===== src/rtl/trap_sequencer_pkg.sv =====
`default_nettype none
// ============================================================================
// Module      : trap_sequencer_pkg
// Description : Exception codes, PC-region codes and CSR addresses shared by
//               the trap sequencer and its surrounding pipeline.
// Revision    : 1.0 - initial release
// ============================================================================
package trap_sequencer_pkg;

    typedef logic [3:0] exc_code_t;
    typedef logic [1:0] pc_state_t;

    // Code values follow the machine-mode mcause numbering
    localparam exc_code_t E_FETCH_ADDR_MISALIGNED = 4'd0;
    localparam exc_code_t E_FETCH_ACCESS_FAULT    = 4'd1;
    localparam exc_code_t E_ILLEGAL_INSTR         = 4'd2;
    localparam exc_code_t E_BREAKPOINT            = 4'd3;
    localparam exc_code_t E_LOAD_ADDR_MISALIGNED  = 4'd4;
    localparam exc_code_t E_LOAD_ACCESS_FAULT     = 4'd5;
    localparam exc_code_t E_STORE_ADDR_MISALIGNED = 4'd6;
    localparam exc_code_t E_STORE_ADDR_FAULT      = 4'd7;
    localparam exc_code_t E_ECALL_M               = 4'd11;
    localparam exc_code_t NO_E                    = 4'd15;

    localparam pc_state_t PC_RESET_V = 2'd0;
    localparam pc_state_t PC_TXT     = 2'd1;
    localparam pc_state_t PC_TRAP_V  = 2'd2;

    localparam logic [11:0] CSR_MEPC   = 12'h341;
    localparam logic [11:0] CSR_MCAUSE = 12'h342;
    localparam logic [11:0] CSR_MTVAL  = 12'h343;

endpackage
`default_nettype wire


===== src/rtl/trap_sequencer.sv =====
`default_nettype none
// ============================================================================
// Module      : trap_sequencer
// Description : Serialises trap entry (flush, mepc/mcause/mtval writes,
//               redirect) and mret return; locks up on a double fault.
// Revision    : 1.0 - initial release
// ============================================================================
module trap_sequencer
    import trap_sequencer_pkg::*;
(
    input  logic        i_clk,
    input  logic        i_rst_n,
    input  logic [3:0]  i_exception_code_f,
    input  logic [3:0]  i_exception_code_e,
    input  logic [31:0] i_pc_f,
    input  logic [31:0] i_pc_e,
    input  logic [31:0] i_alu_out_e,
    input  logic        i_mret_e,
    input  logic [31:0] i_csr_mepc,
    input  logic [31:0] i_trap_vector,
    output logic        o_flush_f,
    output logic        o_flush_d,
    output logic        o_flush_e,
    output logic        o_stall,
    output logic        o_csr_we,
    output logic [11:0] o_csr_addr,
    output logic [31:0] o_csr_wdata,
    output logic        o_pc_redirect,
    output logic [31:0] o_pc_target,
    output logic [1:0]  o_pc_state,
    output logic        o_busy,
    output logic        o_halted
);

    localparam logic [2:0] S_IDLE      = 3'd0;
    localparam logic [2:0] S_FLUSH     = 3'd1;
    localparam logic [2:0] S_WR_MEPC   = 3'd2;
    localparam logic [2:0] S_WR_MCAUSE = 3'd3;
    localparam logic [2:0] S_WR_MTVAL  = 3'd4;
    localparam logic [2:0] S_REDIRECT  = 3'd5;
    localparam logic [2:0] S_RET       = 3'd6;
    localparam logic [2:0] S_HALT      = 3'd7;

    logic [2:0]  r_state;
    pc_state_t   r_pc_state;
    exc_code_t   r_code;
    logic [31:0] r_epc;
    logic [31:0] r_tval;

    exc_code_t   w_code;
    logic [31:0] w_epc;
    logic [31:0] w_tval;
    logic        w_exc_valid;

    // Execute-stage exception is older than the fetch-stage one and wins
    always_comb begin
        w_code = i_exception_code_f;
        w_epc  = i_pc_f;
        if (i_exception_code_e != NO_E) begin
            w_code = i_exception_code_e;
            w_epc  = i_pc_e;
        end
        w_exc_valid = (w_code != NO_E);
        case (w_code)
            E_LOAD_ADDR_MISALIGNED,
            E_LOAD_ACCESS_FAULT,
            E_STORE_ADDR_MISALIGNED,
            E_STORE_ADDR_FAULT:       w_tval = i_alu_out_e;
            E_FETCH_ADDR_MISALIGNED:  w_tval = i_pc_f;
            default:                  w_tval = 32'h0;
        endcase
    end

    always_ff @(posedge i_clk or negedge i_rst_n) begin
        if (!i_rst_n) begin
            r_state    <= S_IDLE;
            r_pc_state <= PC_RESET_V;
            r_code     <= 4'h0;
            r_epc      <= 32'h0;
            r_tval     <= 32'h0;
        end else begin
            case (r_state)
                S_IDLE: begin
                    if (w_exc_valid) begin
                        r_code  <= w_code;
                        r_epc   <= w_epc;
                        r_tval  <= w_tval;
                        // A fault while still in the handler region cannot be recovered
                        r_state <= (r_pc_state == PC_TRAP_V) ? S_HALT : S_FLUSH;
                    end else if (i_mret_e) begin
                        r_state    <= S_RET;
                        r_pc_state <= PC_TXT;
                    end
                end
                S_FLUSH:     r_state <= S_WR_MEPC;
                S_WR_MEPC:   r_state <= S_WR_MCAUSE;
                S_WR_MCAUSE: r_state <= S_WR_MTVAL;
                S_WR_MTVAL: begin
                    r_state    <= S_REDIRECT;
                    r_pc_state <= PC_TRAP_V;
                end
                S_REDIRECT:  r_state <= S_IDLE;
                S_RET:       r_state <= S_IDLE;
                S_HALT:      r_state <= S_HALT;
                default:     r_state <= S_IDLE;
            endcase
        end
    end

    always_comb begin
        o_flush_f     = 1'b0;
        o_flush_d     = 1'b0;
        o_flush_e     = 1'b0;
        o_csr_we      = 1'b0;
        o_csr_addr    = 12'h0;
        o_csr_wdata   = 32'h0;
        o_pc_redirect = 1'b0;
        o_pc_target   = 32'h0;
        o_stall       = (r_state != S_IDLE);
        o_busy        = (r_state != S_IDLE);
        o_halted      = (r_state == S_HALT);
        o_pc_state    = r_pc_state;
        case (r_state)
            S_FLUSH: begin
                o_flush_f = 1'b1;
                o_flush_d = 1'b1;
                o_flush_e = 1'b1;
            end
            S_WR_MEPC: begin
                o_csr_we    = 1'b1;
                o_csr_addr  = CSR_MEPC;
                o_csr_wdata = r_epc;
            end
            S_WR_MCAUSE: begin
                o_csr_we    = 1'b1;
                o_csr_addr  = CSR_MCAUSE;
                o_csr_wdata = {28'h0, r_code};
            end
            S_WR_MTVAL: begin
                o_csr_we    = 1'b1;
                o_csr_addr  = CSR_MTVAL;
                o_csr_wdata = r_tval;
            end
            S_REDIRECT: begin
                o_pc_redirect = 1'b1;
                o_pc_target   = i_trap_vector;
            end
            S_RET: begin
                o_flush_f     = 1'b1;
                o_flush_d     = 1'b1;
                o_pc_redirect = 1'b1;
                o_pc_target   = i_csr_mepc;
            end
            default: ;
        endcase
    end

endmodule
`default_nettype wire


===== config.mk =====
export PLATFORM = sky130hd
export DESIGN_NAME = trap_sequencer
export DESIGN_NICKNAME = d
export VERILOG_FILES = /design/src/rtl/trap_sequencer_pkg.sv /design/src/rtl/trap_sequencer.sv
export SDC_FILE = /design/constraint.sdc
export NUM_CORES = 1
export LEC_CHECK = 0
export ABC_AREA = 0
export CAP_MARGIN = 10
export CORE_MARGIN = 4
export CORE_UTILIZATION = 41
export CTS_CLUSTER_DIAMETER = 80
export DETAILED_ROUTE_END_ITERATION = 7
export PLACE_DENSITY = 0.87
export SETUP_SLACK_MARGIN = 0.5
export SYNTH_ARGS = -nofsm -noshare
export SYNTH_HDL_FRONTEND = slang
export SYNTH_SLANG_ARGS = --single-unit

===== constraint.sdc =====
create_clock -name i_clk -period 2.9 [get_ports i_clk]
set_clock_uncertainty 0.15 [all_clocks]
set_input_delay 0.58 -clock i_clk [delete_from_list [all_inputs] [get_ports i_clk]]
set_output_delay 0.58 -clock i_clk [all_outputs]
set_load 0.005 [all_outputs]

==> impl_metrics.csv, run 1 <==
group,metric,value,unit
clock_network,clock-sinks,73,
floorplanning,dieArea,0.01216,mm2
logic_synthesis,syn_avg_cell_area,10.46,um2
floorplanning,die_w,110.3,um
logic_synthesis,yosysTopAreaCellShare,42.60,%
critical_path,cp-start-kind,"flop",
logic_synthesis,ys_seq_area_share,42.60,%
sta,setup_viol,0,
logic_synthesis,async_reset_ff_share,100.0,%
global_routing,grt_max_degree,74,
detailed_routing,via_per_inst,5.574,
pwr,pwr_density_cell,807.8,mW/mm2
logic_synthesis,synth_top_cell_by_area,"dfrtp_1",
detailed_routing,vias,4749,
logic_synthesis,synth_seq_cells,73,
finish,layout_common_cells,"clkdlybuf4s50_1 (167), dfrtp_1 (70), a22o_1 (59)",
pwr,peakVddDrop,0.0003542,V
logic_synthesis,synth-edff-count,0,
logic_synthesis,yosysWarnings,0,
logic_synthesis,ys.flop_type,"dfrtp_1",
detailed_routing,drc_errors,0,
critical_path,cpMostUsedCell,"buf_6",
clock_network,numCtsBuffers,9,
pwr,power_switching,2.258,mW
outcome,status,"complete, no violations",
detailed_routing,drtPass1Iterations,5,
global_routing,globalRouteOverflowTotal,0,
floorplanning,rows,37,
pwr,switching_share,36.45,%
sta,worstMarginPinSlew,0.9105,ns
pwr,combPwrFrac,57.9,%
sta,max_freq,389.0,MHz
hold_path,worstHoldPathType,"in -> async",
clock_network,clock_path_buffers,2,
sta,fin_hold_ws,0.1814,ns
pwr,power,6.194,mW
clock_network,cts.clk_slew.worst_paths,0.08,ns
floorplanning,die_y,110.3,um
global_routing,grt_pass1_vias,4913,
detailed_routing,wl,18550,um
critical_path,cpMaxStageDelayCell,"dfrtp_2",
place,dp_hpwl,12290,um
pwr,pwr-share-clk,14.6,%
finish,nets,880,
clock_network,cts-htree-levels,3,
logic_synthesis,synthCells,410,
detailed_routing,drt_iter0_drc,314,
critical_path,cp_max_fo,6,
finish,design_area,0.007669,mm2
critical_path,crit_path_max_incr_delay,0.47,ns
sta,rsz0062_at_grt,"true",
place,place.gp.congestion,0.8835,
sta,min_period,2.570,ns
place,pre_cts_ws,-0.06355,ns
place,port-buffer-count,249,
sta,setup_ws,0.3296,ns
critical_path,worstPathRequired,2.17,ns
detailed_routing,ant_nets,0,
place,placed_area,0.006782,mm2
finish,syn2layout_area_growth,78.84,%
finish,layout-drive-gt1-share,29.69,%
floorplanning,coreArea,0.01028,mm2
detailed_routing,wl_per_cell,21.77,um
clock_network,cts_tree,"built",
clock_network,cts-root-buf,"clkbuf_8",
pwr,p_int,3.936,mW
logic_synthesis,synth_area_leaders,"dfrtp_1 (43%), a22o_1 (12%), mux2i_1 (8.9%)",
logic_synthesis,ys_types,37,
critical_path,path_class,"reg -> out",
floorplanning,num_io_pins,257,
pwr,seqPwrFrac,27.6,%
run,maxCapViolCount,0,
sta,fin_crit_sh,88.63,%
pwr,p_leak,3.756,nW
finish,final_common_cell,"clkdlybuf4s50_1",
clock_network,clk-insertion-delay-late,0.34,ns
floorplanning,start_util,41.72,%
global_routing,grt_antenna_before_repair,1,
critical_path,path_cells,"nor3b_4, buf_6, buf_12, buf_6, buf_6, a22o_1, buf_2",
sta,hold_viol_final,0,
critical_path,end_kind,"output port",
critical_path,worstPathArrival,1.84,ns
sta,final_max_slew_viol_count,0,
global_routing,grt_use_total,28.03,%
global_routing,grt_pass1_wl,25810,um
logic_synthesis,netlist_area,0.004288,mm2
sta,slew_headroom,39.30,%
worst max-delay path: cells and delay by family, from the launching register on:
kind                   cells  cell delay, ns
buffers and inverters      5            0.61
flip-flops                 1            0.47
AO/OA/AOI/OAI              1            0.24
AND/OR/NAND/NOR            1            0.18
stage by stage:
stage                     utilization [%]  setup TNS, ns  cells
final                               74.62              0    852
after global routing                74.59              0    851
after CTS                           72.72              0    841
after detailed placement            65.98         -1.096    767
after global placement              65.98              0    767
after floorplan                         -              0    416
cells by family after synthesis:
logic type,synth area share [%]
flip-flops,42.60
AO/OA/AOI/OAI,27.08
multiplexers,8.871
buffers and inverters,8.725
other,0.08746
AND/OR/NAND/NOR,12.63
routing by layer:
layer  wire length [um]  part of all wire [%]  up-vias  GRT usage, %
li1                   -                     -     2118             -
met2               9464                    51      281         49.13
met5                  0                     0        -             0
met1               6165                    33     2271         29.39
met3               1710                   9.2       79         7.688
met4               1208                   6.5        0         18.21
repair_timing:
| item | CTS | global route |
|---|---|---|
| cloned | 11 | 0 |
| resized for setup | 358 | 35 |
| pin swaps | 48 | 35 |
| buffers inserted | 47 | 9 |
| hold buffers | 0 | 0 |
| endpoints found under the setup margin | 111 | 106 |
path summary, 6_finish.rpt:
path                       slack [ns]  cells past startpoint              end  startpoint
setup / recovery                 0.33                      7  o_pc_target[21]  r_state[1]
hold / removal                   0.18                      1         r_epc[5]     i_rst_n
setup reg to reg                 0.60                      7       r_tval[29]  r_state[2]
hold reg to reg                  0.34                      2        r_epc[19]   r_epc[19]
max in group asynchronous        1.77                      1       r_state[1]     i_rst_n
min in group i_clk               0.34                      2        r_epc[19]   r_epc[19]
power by group through the flow:
stage / clock network (mW) / registers, mW / logic (mW)
2_1_floorplan: 0 / 1.59 / 1.58
3_3_place_gp: 0 / 1.67 / 2.72
3_5_place_dp: 0 / 1.70 / 2.79
4_1_cts: 0.913 / 1.67 / 3.28
5_1_grt: 0.967 / 1.75 / 3.84
6_report: 0.903 / 1.71 / 3.58
flip-flops by register name (all words and copies together), names as in the netlist:
register    flops
r_code          4
o_pc_state      2
r_tval         32
r_state         3
r_epc          32
cell usage after synthesis (2+ instances only):
| master | instances |
|---|---|
| nand2b_1 | 4 |
| mux2i_1 | 38 |
| o21ai_1 | 40 |
| inv_1 | 4 |
| nor3_4 | 2 |
| buf_4 | 16 |
| nand2_1 | 42 |
| clkbuf_1 | 15 |
| nand3_1 | 3 |
| o21ai_0 | 4 |
| or2_1 | 2 |
| a22o_1 | 60 |
| and2_2 | 22 |
| buf_6 | 8 |
| dfrtp_1 | 73 |
| buf_2 | 3 |
| dlymetal6s2s_1 | 4 |
| a221o_1 | 32 |
| and2_1 | 10 |
| a21oi_1 | 3 |
| nand4_1 | 2 |
| nor2_1 | 7 |
| o32a_1 | 2 |
layout make-up:
type,instances,area [um2]
fillers,674,2609
well taps,136,170.2
inverters,5,23.77
diodes,2,5.005
multi-input cells,290,2205
clock buffers,10,137.6
flip-flops and latches,73,1831
repair buffers,330,3207
clock inverters,6,90.09
Power figures use the tool's default switching activity.
==> run 2, diff against run 1 <==
Settings changed: SKIP_CTS_REPAIR_TIMING set to 1.
==> impl_metrics.csv, run 2 (same netlist as run 1, synthesis figures left out) <==
group,metric,value,unit
outcome,status,"complete, no violations",
finish,nets,851,
critical_path,path_cells,"buf_4, nor3_4, buf_12, nand2_1, o21ai_1, clkdlybuf4s50_1",
pwr,pwr_density_cell,769.5,mW/mm2
critical_path,cpMaxStageDelayCell,"clkdlybuf4s50_1",
critical_path,cp-start-kind,"flop",
floorplanning,dieArea,0.01216,mm2
detailed_routing,wl,16740,um
critical_path,worstPathRequired,2.17,ns
floorplanning,rows,37,
global_routing,grt_use_total,24.29,%
clock_network,cts_tree,"built",
critical_path,critPathBufInv,3,
detailed_routing,drc_errors,0,
global_routing,grt_pass1_wl,22360,um
clock_network,cts-root-buf,"clkbuf_8",
critical_path,crit_path_max_incr_delay,0.54,ns
global_routing,grt_pass1_vias,4412,
finish,design_area,0.007327,mm2
finish,reg_top3,"r_epc x32, r_tval x32, r_code x4",
finish,layout_common_cells,"clkdlybuf4s50_1 (206), dfrtp_1 (70), a22o_1 (60)",
detailed_routing,wl_per_cell,20.37,um
global_routing,grt_max_degree,74,
sta,fin_crit_sh,97.29,%
clock_network,cts.clk_slew.worst_paths,0.08,ns
floorplanning,die_w,110.3,um
sta,rsz0062_at_grt,"true",
floorplanning,start_util,41.72,%
detailed_routing,drt_iter0_drc,247,
floorplanning,die_y,110.3,um
detailed_routing,ant_nets,0,
place,dp_hpwl,12290,um
critical_path,end_kind,"output port",
global_routing,grt_antenna_before_repair,1,
sta,fin_hold_ws,0.1939,ns
place,placed_area,0.006782,mm2
critical_path,worstPathArrival,2.09,ns
pwr,p_leak,3.515,nW
sta,min_period,2.821,ns
clock_network,clock_path_buffers,2,
detailed_routing,vias,4450,
critical_path,path_class,"reg -> out",
sta,max_freq,354.4,MHz
place,place.gp.congestion,0.8835,
sta,worstMarginPinSlew,0.9131,ns
finish,syn2layout_area_growth,70.88,%
sta,final_max_slew_viol_count,0,
clock_network,clock-sinks,73,
sta,hold_viol_final,0,
finish,layout-drive-gt1-share,20.15,%
sta,slew_headroom,39.12,%
critical_path,cp_max_fo,34,
place,port-buffer-count,249,
run,maxCapViolCount,0,
critical_path,path_delay_family,"buffers and inverters",
finish,final_common_cell,"clkdlybuf4s50_1",
global_routing,globalRouteOverflowTotal,0,
clock_network,numCtsBuffers,9,
clock_network,clk-insertion-delay-late,0.34,ns
floorplanning,num_io_pins,257,
detailed_routing,via_per_inst,5.414,
sta,setup_viol,0,
sta,finalSetupTns,0,ns
clock_network,cts-htree-levels,3,
pwr,peakVddDrop,0.0003993,V
floorplanning,coreArea,0.01028,mm2
hold_path,worstHoldPathType,"in -> async",
detailed_routing,drtPass1Iterations,5,
run 2: changes by cell type in the layout (fill, tap and decap cells not counted), moves of 6 or more:
| cell | delta |
|---|---|
| buf_6 | -34 |
| clkdlybuf4s50_1 | +39 |
| buf_2 | -33 |
| dlymetal6s2s_1 | +6 |
| buf_12 | -6 |
run 2: worst paths after layout:
kind	cells after the start	end	from	slack, ns
setup / recovery	6	o_csr_wdata[3]	r_state[1]	0.08
hold / removal	1	r_epc[5]	i_rst_n	0.19
setup reg to reg	8	r_tval[25]	r_state[1]	0.55
hold reg to reg	2	r_epc[22]	r_epc[22]	0.34
max in group asynchronous	1	r_state[1]	i_rst_n	1.76
min in group i_clk	2	r_epc[22]	r_epc[22]	0.34
run 2: layout make-up:
class	instances	area, um2
clock inverters	6	90.09
fillers	768	2950
flip-flops and latches	73	1831
diodes	1	2.502
repair buffers	301	2918
multi-input cells	290	2157
inverters	5	21.27
clock buffers	10	137.6
well taps	136	170.2
run 2: power breakdown:
part           internal [mW]  switching, mW  leakage [nW]
Clock                  0.511          0.390         0.113
Combinational           1.70           1.35          2.48
Sequential              1.43          0.257         0.926
run 2: per-stage QoR:
step,std cells,power (mW),worst slack [ns],utilization [%]
floorplan,416,3.169,0.6160,-
global placement,767,4.390,0.07650,65.98
detailed placement,767,4.488,-0.06355,65.98
CTS,783,5.400,-0.1371,68.20
global route,821,5.990,0.03006,71.27
finish,822,5.638,0.07870,71.29
run 2: layer usage:
metal  wire length, um  track usage [%]  up-vias
li1                  -                -     2066
met1              5701            25.72     2095
met2              8495            44.84      245
met3              1639            5.708       44
met4               905            12.05        0
met5                 0                0        -
